File: src/rtl/lsu_mem_stage_pkg.sv
// Shared definitions for the load/store memory stage: funct3 size codes,
// FSM state encoding, byte-strobe constants and funct3 decode helpers.
package lsu_mem_stage_pkg;

    localparam logic [2:0] F3_B  = 3'b000;
    localparam logic [2:0] F3_H  = 3'b001;
    localparam logic [2:0] F3_W  = 3'b010;
    localparam logic [2:0] F3_BU = 3'b100;
    localparam logic [2:0] F3_HU = 3'b101;

    localparam logic [3:0] WSTRB_B = 4'b0001;
    localparam logic [3:0] WSTRB_H = 4'b0011;
    localparam logic [3:0] WSTRB_W = 4'b1111;

    typedef enum logic [1:0] {
        ST_IDLE     = 2'd0,
        ST_REQ      = 2'd1,
        ST_WAIT_RSP = 2'd2,
        ST_WB       = 2'd3
    } lsu_state_e;

    typedef enum logic [1:0] {
        SZ_B = 2'd0,
        SZ_H = 2'd1,
        SZ_W = 2'd2
    } lsu_size_e;

    // Unused funct3 encodings fall through to a full-word access.
    function automatic lsu_size_e f3_size(input logic [2:0] f3);
        case (f3)
            F3_B, F3_BU: f3_size = SZ_B;
            F3_H, F3_HU: f3_size = SZ_H;
            default:     f3_size = SZ_W;
        endcase
    endfunction

    function automatic logic f3_unsigned(input logic [2:0] f3);
        f3_unsigned = (f3 == F3_BU) || (f3 == F3_HU);
    endfunction

endpackage

File: src/rtl/lsu_align.sv
// Byte-lane steering: store data replication and strobe generation, and
// load byte/half selection with sign or zero extension.
module lsu_align
    import lsu_mem_stage_pkg::*;
(
    input  logic [2:0]  funct3,
    input  logic [1:0]  off,
    input  logic [31:0] store_data,
    input  logic [31:0] rdata,
    output logic [31:0] lane_wdata,
    output logic [3:0]  lane_wstrb,
    output logic [31:0] load_data
);

    lsu_size_e   size;
    logic        is_unsigned;
    logic [7:0]  rbytes [4];
    logic [7:0]  byte_sel;
    logic [15:0] half_sel;

    assign size        = f3_size(funct3);
    assign is_unsigned = f3_unsigned(funct3);

    genvar gi;
    generate
        for (gi = 0; gi < 4; gi++) begin : g_lane
            assign rbytes[gi] = rdata[gi*8 +: 8];
            assign lane_wdata[gi*8 +: 8] =
                (size == SZ_B) ? store_data[7:0] :
                (size == SZ_H) ? store_data[(gi % 2)*8 +: 8] :
                                 store_data[gi*8 +: 8];
        end
    endgenerate

    // Halfwords are located by addr[1] only; addr[0] never moves a half.
    assign byte_sel = rbytes[off];
    assign half_sel = off[1] ? rdata[31:16] : rdata[15:0];

    always_comb begin
        lane_wstrb = WSTRB_W;
        load_data  = rdata;
        case (size)
            SZ_B: begin
                lane_wstrb = WSTRB_B << off;
                load_data  = is_unsigned ? {24'd0, byte_sel}
                                         : {{24{byte_sel[7]}}, byte_sel};
            end
            SZ_H: begin
                lane_wstrb = WSTRB_H << {off[1], 1'b0};
                load_data  = is_unsigned ? {16'd0, half_sel}
                                         : {{16{half_sel[15]}}, half_sel};
            end
            default: begin
                lane_wstrb = WSTRB_W;
                load_data  = rdata;
            end
        endcase
    end

endmodule

File: src/rtl/lsu_mem_stage.sv
// Load/store memory stage: one outstanding data-RAM access with timeout.
// Optional LSU_MISALIGN_CHK_EN rejects misaligned H/W accesses via misalign_o.
module lsu_mem_stage
    import lsu_mem_stage_pkg::*;
#(
    parameter int ADDR_W      = 32,
    parameter int DATA_W      = 32,
    parameter int RSP_TIMEOUT = 255
) (
    input  logic              clk,
    input  logic              rst,
    input  logic              req_valid_i,
    output logic              req_ready_o,
    input  logic              req_we_i,
    input  logic [2:0]        req_funct3_i,
    input  logic [ADDR_W-1:0] req_addr_i,
    input  logic [DATA_W-1:0] req_wdata_i,
    input  logic [4:0]        req_rd_i,
    output logic              mem_req_valid_o,
    input  logic              mem_req_ready_i,
    output logic              mem_we_o,
    output logic [ADDR_W-1:0] mem_addr_o,
    output logic [DATA_W-1:0] mem_wdata_o,
    output logic [3:0]        mem_wstrb_o,
    input  logic              mem_rsp_valid_i,
    input  logic [DATA_W-1:0] mem_rdata_i,
    output logic              rd_wr_en_o,
    output logic [4:0]        rd_o,
    output logic [DATA_W-1:0] rd_reg_data_o,
    output logic              hold_flag_o,
`ifdef LSU_MISALIGN_CHK_EN
    output logic              misalign_o,
`endif
    output logic              bus_err_o
);

    localparam logic [7:0] TIMEOUT_CNT = 8'(RSP_TIMEOUT);

    lsu_state_e        state_reg, state_next;
    logic              we_reg;
    logic [2:0]        f3_reg;
    logic [ADDR_W-1:0] addr_reg;
    logic [DATA_W-1:0] wdata_reg;
    logic [4:0]        rd_reg;
    logic [7:0]        cnt_reg;
    logic [DATA_W-1:0] rdata_reg;
    logic              accept;
    logic              timed_out;
    logic              busy_extra;
    logic              reject_req;
    logic [DATA_W-1:0] lane_wdata;
    logic [3:0]        lane_wstrb;
    logic [DATA_W-1:0] load_data;

`ifdef LSU_MISALIGN_CHK_EN
    logic      misalign_reg;
    lsu_size_e req_size;

    assign req_size   = f3_size(req_funct3_i);
    assign reject_req = ((req_size == SZ_H) && req_addr_i[0]) ||
                        ((req_size == SZ_W) && (req_addr_i[1:0] != 2'b00));
    assign busy_extra = misalign_reg;
    assign misalign_o = misalign_reg;

    always_ff @(posedge clk) begin
        if (rst) begin
            misalign_reg <= 1'b0;
        end else begin
            misalign_reg <= accept && reject_req;
        end
    end
`else
    assign reject_req = 1'b0;
    assign busy_extra = 1'b0;
`endif

    assign accept    = (state_reg == ST_IDLE) && !busy_extra && req_valid_i;
    assign timed_out = (state_reg == ST_WAIT_RSP) && !mem_rsp_valid_i &&
                       (cnt_reg == TIMEOUT_CNT);

    always_ff @(posedge clk) begin
        if (rst) begin
            state_reg <= ST_IDLE;
        end else begin
            state_reg <= state_next;
        end
    end

    always_comb begin
        state_next = state_reg;
        case (state_reg)
            ST_IDLE: begin
                if (accept && !reject_req) begin
                    state_next = ST_REQ;
                end
            end
            ST_REQ: begin
                if (mem_req_ready_i) begin
                    state_next = ST_WAIT_RSP;
                end
            end
            ST_WAIT_RSP: begin
                if (mem_rsp_valid_i) begin
                    state_next = we_reg ? ST_IDLE : ST_WB;
                end else if (timed_out) begin
                    state_next = ST_IDLE;
                end
            end
            default: state_next = ST_IDLE;
        endcase
    end

    // Captured request fields, response timer and returned read word.
    always_ff @(posedge clk) begin
        if (rst) begin
            we_reg    <= 1'b0;
            f3_reg    <= 3'd0;
            addr_reg  <= '0;
            wdata_reg <= '0;
            rd_reg    <= 5'd0;
            cnt_reg   <= 8'd0;
            rdata_reg <= '0;
        end else begin
            if (accept) begin
                we_reg    <= req_we_i;
                f3_reg    <= req_funct3_i;
                addr_reg  <= req_addr_i;
                wdata_reg <= req_wdata_i;
                rd_reg    <= req_rd_i;
            end
            cnt_reg <= (state_reg == ST_WAIT_RSP) ? cnt_reg + 8'd1 : 8'd0;
            if ((state_reg == ST_WAIT_RSP) && mem_rsp_valid_i) begin
                rdata_reg <= mem_rdata_i;
            end
        end
    end

    lsu_align u_align (
        .funct3     (f3_reg),
        .off        (addr_reg[1:0]),
        .store_data (wdata_reg),
        .rdata      (rdata_reg),
        .lane_wdata (lane_wdata),
        .lane_wstrb (lane_wstrb),
        .load_data  (load_data)
    );

    always_comb begin
        req_ready_o     = (state_reg == ST_IDLE) && !busy_extra;
        hold_flag_o     = (state_reg != ST_IDLE) || busy_extra;
        mem_req_valid_o = 1'b0;
        mem_we_o        = 1'b0;
        mem_addr_o      = '0;
        mem_wdata_o     = '0;
        mem_wstrb_o     = 4'd0;
        rd_wr_en_o      = 1'b0;
        rd_o            = 5'd0;
        rd_reg_data_o   = '0;
        bus_err_o       = timed_out;
        if (state_reg == ST_REQ) begin
            mem_req_valid_o = 1'b1;
            mem_we_o        = we_reg;
            mem_addr_o      = {addr_reg[ADDR_W-1:2], 2'b00};
            mem_wdata_o     = we_reg ? lane_wdata : '0;
            mem_wstrb_o     = we_reg ? lane_wstrb : 4'd0;
        end
        if (state_reg == ST_WB) begin
            rd_wr_en_o    = (rd_reg != 5'd0);
            rd_o          = rd_reg;
            rd_reg_data_o = load_data;
        end
    end

endmodule

File: config.mk
export PLATFORM = sky130hd
export DESIGN_NAME = lsu_mem_stage
export DESIGN_NICKNAME = d
export VERILOG_FILES = /design/src/rtl/lsu_mem_stage_pkg.sv /design/src/rtl/lsu_align.sv /design/src/rtl/lsu_mem_stage.sv
export SDC_FILE = /design/constraint.sdc
export NUM_CORES = 1
export LEC_CHECK = 0
export CAP_MARGIN = 20
export CORE_ASPECT_RATIO = 0.6
export CORE_UTILIZATION = 35
export DETAILED_ROUTE_END_ITERATION = 8
export PLACE_DENSITY_LB_ADDON = 0.25
export SLEW_MARGIN = 0
export SYNTH_ARGS = -nofsm -noshare
export SYNTH_HDL_FRONTEND = slang
export SYNTH_SLANG_ARGS = --single-unit
File: constraint.sdc
create_clock -name clk -period 1.25 [get_ports clk]
set_input_delay 0.125 -clock clk [delete_from_list [all_inputs] [get_ports clk]]
set_output_delay 0.125 -clock clk [all_outputs]
set_load 0.03 [all_outputs]
Word level (Yosys, flattened, before mapping)
Index checks and enable logic that the tools add are counted.

word-level totals
  register bits after elaboration = 115
  word-level logic and storage cells = 70

operators by class
  $add $sub $neg = 1
  magnitude comparators = 1
  eq/ne operators = 11
  shifts and indexed selects = 2
  multiplexer cells = 30
  bitwise operators = 2
  reductions and logical operators = 15

operators by type and width
  kind                 count
  $mux 32              6
  $pmux 32 s2          1
  $mux 8               7
  $bmux 8 s2           1
  $mux 16              1
  $mux 2               5
  $add 8x1->8 const B  1
  $eq 8x8->1 const B   1
  $mux 4               2
  $pmux 4 s2           1
  $eq 3x3->1 const B   2
  $pmux 2 s3           1
  $reduce_or 2->1      3
  $mux 5               1
  $reduce_bool 5->1    1
  $eq 2x1->1 const B   2
  $eq 2x2->1 const B   2
  $logic_and 1x1->1    4
  $logic_not 2->1      2
  $pmux 2 s2           1
  $shl 1x2->4 const A  1
  $shl 2x2->4 const A  1
  $eq 3x1->1 const B   1
  $ge 3x3->1 const B   1
  other kinds (11)     13

Depth between registers and ports, before layout
  depth in word-level cells = 8
  depth in mapped cells = 5
  depth with buffers taken out = 4

Hierarchy
Synthesis repeated with hierarchy kept, for this count alone.

unflattened totals
  cells, all modules = 840
  area, all modules = 6407.4 um2

by module, submodules not included
  module         instances  cells each  area each (um2)  seq. area each (um2)
  lsu_mem_stage  1          645         4901.0           2302.2
  lsu_align      1          195         1506.4           0.0

Worst setup path before layout
No wires, ideal clock.

  path type = reg2out
  start point = reg state_reg[0]
  end point = out rd_reg_data_o[6]
  arrival = 1.674 ns
  required time = 1.125 ns
  setup slack = -0.549 ns
  cell stages (with the launch flop) = 5
  buffers on the path = 2
  cells stage by stage = dfxtp_1 -> clkbuf_2 -> nand2_1 -> buf_2 -> o32ai_1

on the way
  cells in the longest elaborated chain, start to end = 2

RTL lines
  item                    RTL line              RTL
  from (decl)             lsu_mem_stage.sv:39   lsu_state_e state_reg, state_next;
  from (signal assigned)  lsu_mem_stage.sv:85   state_reg <= state_next;
  $eq 2x2->1              lsu_mem_stage.sv:167  if (state_reg == ST_WB) begin
  $mux 32                 lsu_mem_stage.sv:167
  to (decl)               lsu_mem_stage.sv:29   output logic [DATA_W-1:0] rd_reg_data_o,

Every way passes these cells.

Worst setup path in the final report
  start point = reg addr_reg[1]
  end point = out rd_reg_data_o[8]

on the way
  cells in the longest elaborated chain, start to end = 7

RTL lines
  item                                        RTL line              RTL
  from (decl)                                 lsu_mem_stage.sv:42   logic [ADDR_W-1:0] addr_reg;
  from (signal assigned)                      lsu_mem_stage.sv:127  addr_reg <= req_addr_i;
  $not 2->3 (not written as such)             lsu_align.sv:36       assign byte_sel = rbytes[off];
  $bmux 8 s2                                  lsu_align.sv:36
  $mux 8 (not written as such) (2 in series)  lsu_align.sv:36
  $mux 32                                     lsu_align.sv:45       load_data = is_unsigned ? {24'd0, byte_sel}
  $pmux 32 s2 *                               lsu_align.sv:42       case (size)
  $mux 32 *                                   lsu_mem_stage.sv:167

Every way passes the cells marked *; elsewhere a longest branch is shown, timed or not. The select of a mux whose other input is x is not followed.

==> results.txt <==
Register area share after synthesis -> 39.4%
Combinational share of power -> 27.1%
Hpwl dp -> 16.0 mm
Clock Power Share -> 41.2%
DRT Wirelength -> 29.2 mm
Crit path DAT -> 1.86 ns
Post-DP Area -> 9300 µm²
Die height -> 102 µm
Slew @ Worst Pin -> 0.789 ns
Antenna Nets Post-Route -> 0
Area of the multi-input gates -> 5370 µm²
Yosys top cell by area -> dfxtp_1
Final period util -> 158%
RSZ-0062 raised after global routing -> true
Routed length on met3 -> 2.11 mm
Initial Util -> 35.9%
Net Sw Frac -> 30.1%
Synth Register Bits -> 115
WL/cell -> 21.5 µm
Die Wd -> 169 µm
CP startpoint kind -> register
Sw power -> 0.00387 W
FF+latch area -> 2320 µm²
GR Overflow Total -> 0
Initial antenna violation count -> 0
Clk sink count -> 115
Status -> complete, but fails checks
Root Driver -> clkbuf_16
Clk buf depth -> 2
Initial DRC Count -> 649
HP Class -> primary input to register
IO Pins -> 221
Largest net degree at the start of global routing -> 108
Flop pwr share -> 31.7%
CP endpoint kind -> output pin
Level count of the clock H-tree -> 4
Core Area -> 16,300 µm²
Reg2Reg Depth -> 8
Failing checks -> setup timing
Synth top cells by count -> nand2_1, a21oi_1, dfxtp_1
Max Freq -> 0.505 GHz
Syn_area_per_cell -> 7.35 µm²
Dominant cells by area after synthesis -> dfxtp_1, nand2_1, a21oi_1
Kind of critical path -> register to output pin
Setup violators final -> 224
Skew-Pair Late Insertion Delay -> 0.41 ns
DR top layer -> met4
Prevailing post-synth register cell -> dfxtp_1
Final Worst Setup Slack -> -0.730 ns
Post-synthesis cell type count -> 48
Synth warn -> 0
Required time worst endpoint -> 1.12 ns
First-pass DRT Iterations -> 5
Total internal power -> 0.00901 W
First-pass GRT wire length -> 41.3 mm
Fraction of registers with async set or reset after synthesis -> 0%
Final Skew -> 0.0111 ns
Most frequent cell after synthesis -> nand2_1
Hold Fails Final Rpt -> 0
Cell count after synthesis -> 795
Met2 wire len -> 13.2 mm
Power, Total -> 0.0129 W
Lkg Pwr -> 5.18 nW
Gp weighted congestion -> 0.898
# rows -> 36
Fin crit period -> 1.98 ns
Min Hold Slack -> 0.117 ns
Post-Route M1 WL -> 13.5 mm
Overall global routing resource usage -> 32.0%
Synthesized area -> 5840 µm²
Max-slew violations -> 0
Die area -> 17,200 µm²
Area share of the largest cell type after synthesis -> 39.4%
CP Max Fanout -> 7
Via count -> 7,223
Max_cap viols -> 0
Routed vias/inst -> 5.33
Pwr Density -> 983 nW/µm²
# fillers -> 955
Ratio of cells with drive above 1 in the final layout -> 61.2%
Post-synth EDFFs -> 0
Drt drc -> 0
# port buffers -> 218
Final #Nets -> 1,226
CTS tree -> done
Core Util, Final -> 80.6%
Antenna cells -> 0
Final instance area -> 13,100 µm²
Area growth syn-to-layout -> 124%
Vias in the first global route -> 7,100
VDD IR-drop max -> 977 µV
Worst Hold Path Cells -> 3
Clk pin slew, worst setup/hold paths -> 0.06 ns
Total CTS buffers -> 17
Slew Limit Headroom -> 47.4%
-- power by group through the flow --
stage          Sequential (W)  Combinational (W)  Clock, W
2_1_floorplan         0.00403            0.00108         0
3_3_place_gp          0.00407            0.00193         0
3_5_place_dp          0.00408            0.00194         0
4_1_cts               0.00403            0.00324   0.00526
5_1_grt               0.00409            0.00363   0.00551
6_report              0.00408            0.00349   0.00531
-- layer usage --
metal / vias up / track usage [%]
li1: 3312 / -
met1: 3560 / 46.3
met2: 314 / 48.2
met3: 37 / 6.74
met4: 0 / 8.60
met5: - / 0
-- metrics by stage --
stage	std cells	worst slack, ns	TNS (ns)
after floorplan	796	-0.302	-7.40
after global placement	1263	-0.307	-39.89
after detailed placement	1263	-0.318	-43.29
after CTS	1354	-0.707	-106.44
after global routing	1356	-0.768	-118.59
final	1356	-0.730	-110.94
-- worst paths after layout --
check	start	to	slack (ns)
max reg2reg	state_reg[1]	f3_reg[2]	-0.53
max	addr_reg[1]	rd_reg_data_o[8]	-0.73
min	rst	cnt_reg[2]	0.12
min reg2reg	addr_reg[15]	addr_reg[15]	0.46
-- cell families (layout without fill, tap and decap cells) --
family / count (synthesis) / after routing / synth area share, %
fa+ha+maj: 1 / 1 / 0.214
simple gates: 356 / 358 / 26.8
buf+inv: 85 / 415 / 7.80
other cells: 1 / 2 / 0.0642
compound gates: 201 / 201 / 19.1
flops: 115 / 115 / 39.4
mux: 33 / 33 / 6.15
xor+xnor: 3 / 3 / 0.450
-- placed cells by master (no fill, tap or decap), types with 20 or more instances in the layout --
| cell | count |
|---|---|
| a21oi_1 | 37 |
| and2_4 | 30 |
| buf_4 | 69 |
| a21oi_4 | 24 |
| nand2_1 | 101 |
| dfxtp_1 | 108 |
| a21oi_2 | 88 |
| nand2_2 | 47 |
| buf_6 | 117 |
| o21ai_0 | 20 |
| buf_12 | 54 |
| clkdlybuf4s50_1 | 108 |
| clkbuf_16 | 20 |
| nand2_4 | 112 |
-- cell type report --
cell class / instances / area share (%)
Multi-Input combinational cell: 598 / 41.0
Timing Repair Buffer: 367 / 33.9
Sequential cell: 115 / 17.7
Clock buffer: 20 / 3.41
Tap cell: 228 / 2.18
Clock inverter: 12 / 1.38
Inverter: 16 / 0.478
-- repair_timing --
action | in CTS | in global routing
gates cloned | 26 | 4
pin swaps | 140 | 107
hold buffers | 0 | 0
setup endpoints to repair | 220 | 224
buffers inserted | 34 | 14
gates resized for setup | 387 | 248
-- worst max-delay path, stage by stage, from the launching register on --
cell	delay (ns)
dfxtp_4	0.37
mux2_4	0.36
a32oi_4	0.27
buf_12	0.19
a31oi_4	0.09
buf_6	0.15
No activity file was read; power rests on OpenSTA's default activity.
==> patch, RTL diff (same flow settings) <==
Register the output `bus_err_o`; this adds one clock of latency there. The other outputs are not delayed to match.
--- a/src/rtl/lsu_mem_stage.sv
+++ b/src/rtl/lsu_mem_stage.sv
@@ -35,6 +35,8 @@
 );
 
     localparam logic [7:0] TIMEOUT_CNT = 8'(RSP_TIMEOUT);
+
+    logic bus_err_d;
 
     lsu_state_e        state_reg, state_next;
     logic              we_reg;
@@ -156,7 +158,7 @@
         rd_wr_en_o      = 1'b0;
         rd_o            = 5'd0;
         rd_reg_data_o   = '0;
-        bus_err_o       = timed_out;
+        bus_err_d       = timed_out;
         if (state_reg == ST_REQ) begin
             mem_req_valid_o = 1'b1;
             mem_we_o        = we_reg;
@@ -171,5 +173,9 @@
         end
     end
 
+    always_ff @(posedge clk) begin
+        bus_err_o <= bus_err_d;
+    end
+
 endmodule
 
Function: same outputs for any inputs over 4 cycles, from zero or initial values and one cycle with rst high; that may be too few to reach the edited logic, so the function may still have changed.
==> patch against the original RTL <==
  * The run still ends with negative setup slack left
  * Power shrank 0.44%
  * Sequential cell count grew 1
  * Worst setup slack lost 0.14 ns
  * Sequential share of layout area shrank 0.17 points
  * Wire length grew 4.4%
  * Count of clock-buffer cells in the layout shrank 2
  * Final area grew 1.8%
  * Maximum frequency shrank 6.5%
  * Hold slack gained 0.031 ns
  * Synthesized cell count grew 0.13%
  * Synthesized area grew 0.34%
  * Combinational power grew 5%
  * Sequential power is essentially flat
  * First-iteration DRC count shrank 4.6%
  * Critical path type unchanged
==> patch: results (changes against the original RTL) <==
<table>
<tr><th>Metric</th><th>Value</th></tr>
<tr><th colspan="2">Outcome</th></tr>
<tr><td>Result of the run</td><td>finished, violations left (unchanged)</td></tr>
<tr><td>Violated checks</td><td>negative setup slack (unchanged)</td></tr>
<tr><th colspan="2">Timing</th></tr>
<tr><td>Max Clock Skew</td><td>0.0139 ns (was 0.0111 ns)</td></tr>
<tr><td># setup viols final</td><td>224 (unchanged)</td></tr>
<tr><td>Worst setup slack after layout</td><td>-0.868 ns (was -0.730 ns)</td></tr>
<tr><th colspan="2">Logic synthesis</th></tr>
<tr><td>Biggest area contributors in the synthesized netlist</td><td>dfxtp_1, nand2_1, a21oi_1, and2_1, mux2_2 (unchanged)</td></tr>
<tr><td>Compound-gate portion of the synthesized area</td><td>0.190 (was 0.191)</td></tr>
<tr><td>Xor/xnor share of the synthesized area</td><td>0.00448 (was 0.00450)</td></tr>
<tr><td>Post-Synth Adder-Cell Area</td><td>0.00214 (about the same)</td></tr>
<tr><td>Most instantiated cells after synthesis</td><td>nand2_1, a21oi_1, dfxtp_1 (unchanged)</td></tr>
<tr><th colspan="2">Route</th></tr>
<tr><td>Initial DRC Count</td><td>619 (was 649)</td></tr>
<tr><th colspan="2">Global route</th></tr>
<tr><td>Met3 track demand over resource</td><td>0.0852 (was 0.0674)</td></tr>
<tr><td>Fraction of met1 tracks used by global routing</td><td>0.428 (was 0.463)</td></tr>
<tr><td>Met2 layer usage reported by global route</td><td>0.417 (was 0.482)</td></tr>
<tr><td>All-Layer GR Usage</td><td>0.290 (was 0.320)</td></tr>
<tr><td>Number of global-route vias before repair</td><td>6524 (was 7100)</td></tr>
<tr><th colspan="2">Setup path</th></tr>
<tr><td>Worst R2R Path Depth</td><td>11 (was 8)</td></tr>
<tr><td>Biggest fanout along the worst timing path</td><td>5 (was 7)</td></tr>
<tr><td>Critical register-to-register path endpoint</td><td>wdata_reg[10]$_SDFFE_PP0P_ (was f3_reg[2]$_SDFFE_PP0P_)</td></tr>
<tr><td>WP data arrival</td><td>1.99 ns (was 1.86 ns)</td></tr>
<tr><th colspan="2">Place</th></tr>
<tr><td>HPWL after DPL</td><td>15600 um (was 16000 um)</td></tr>
<tr><td>Routability cong.</td><td>0.904 (was 0.898)</td></tr>
<tr><th colspan="2">Finish</th></tr>
<tr><td>Fin nets</td><td>1251 (was 1226)</td></tr>
<tr><th colspan="2">Power</th></tr>
<tr><td>Internal</td><td>8.93 mW (was 9.01 mW)</td></tr>
<tr><td>VDD IR-drop max</td><td>0.000750 V (was 0.000977 V)</td></tr>
</table>
## patch: worst min-delay path by stage
stage,from,end,slack [ns]
2_1_floorplan,req_funct3_i[0],f3_reg[0]$_SDFFE_PP0P_,0.25
3_5_place_dp,addr_reg[25]$_SDFFE_PP0P_,addr_reg[25]$_SDFFE_PP0P_,0.44
6_report,rst,cnt_reg[6]$_SDFF_PP0_,0.15
3_3_place_gp,addr_reg[13]$_SDFFE_PP0P_,addr_reg[13]$_SDFFE_PP0P_,0.44
5_1_grt,rst,cnt_reg[6]$_SDFF_PP0_,0.14
4_1_cts,rst,cnt_reg[1]$_SDFF_PP0_,0.13
## patch: final cells by class
| type | instances | area (um2) |
|---|---|---|
| inverter | 16 | 70.1 |
| clock inverter | 13 | 160 |
| sequential | 116 | 2340 |
| fill | 916 | 2970 |
| multi-input combinational | 598 | 5170 |
| timing repair buffer | 391 | 4880 |
| tap | 228 | 285 |
| clock buffer | 18 | 429 |
## patch: tightest hold or removal path: stages
cell	delay, ns
buf_4	0.11
or3b_4	0.23
a21oi_4	0.05
## patch: power groups by stage
| stage | clock network [mW] | registers [mW] | logic, mW |
|---|---|---|---|
| after detailed placement | 0 | 4.10 | 1.88 |
| after global routing | 5.23 | 4.10 | 3.81 |
| after floorplan | 0 | 4.06 | 1.08 |
| after CTS | 5.02 | 4.04 | 2.74 |
| after global placement | 0 | 4.09 | 1.87 |
| final | 5.06 | 4.09 | 3.67 |
## patch: per-stage QoR
stage	setup TNS (ns)	util	cell area, um2	std cells
after CTS	-113.73	0.706	11500	1341
after detailed placement	-63.90	0.562	9170	1261
after global routing	-145.86	0.818	13300	1380
after global placement	-61.40	0.562	9170	1261
after floorplan	-7.40	-	6510	797
final	-137.62	0.818	13300	1380
## patch: kinds of logic after synthesis
| kind of cell | Yosys count |
|---|---|
| and+or+nand+nor | 356 |
| AOI/OAI and AO/OA | 201 |
| DFF | 116 |
| buffers and inverters | 85 |
| muxes | 33 |
| xor gates and xnor gates | 3 |
| adders and majority gates | 1 |
| other | 1 |
## patch: per-layer routing
layer  part of all wire  wire length (um)  up-vias
li1                   -                 -     3381
met1               0.45             13700     3576
met2               0.44             13300      408
met3              0.098              3000       47
met4              0.015               470        0
met5                  0                 0        -
## patch: repair_timing
action | CTS | global route
pin swaps | 52 | 175
resized for setup | 356 | 367
setup buffers | 28 | 32
hold buffers | 0 | 0
hold endpoints to repair | 0 | 0
setup endpoints to repair | 222 | 224
gates cloned | 23 | 17
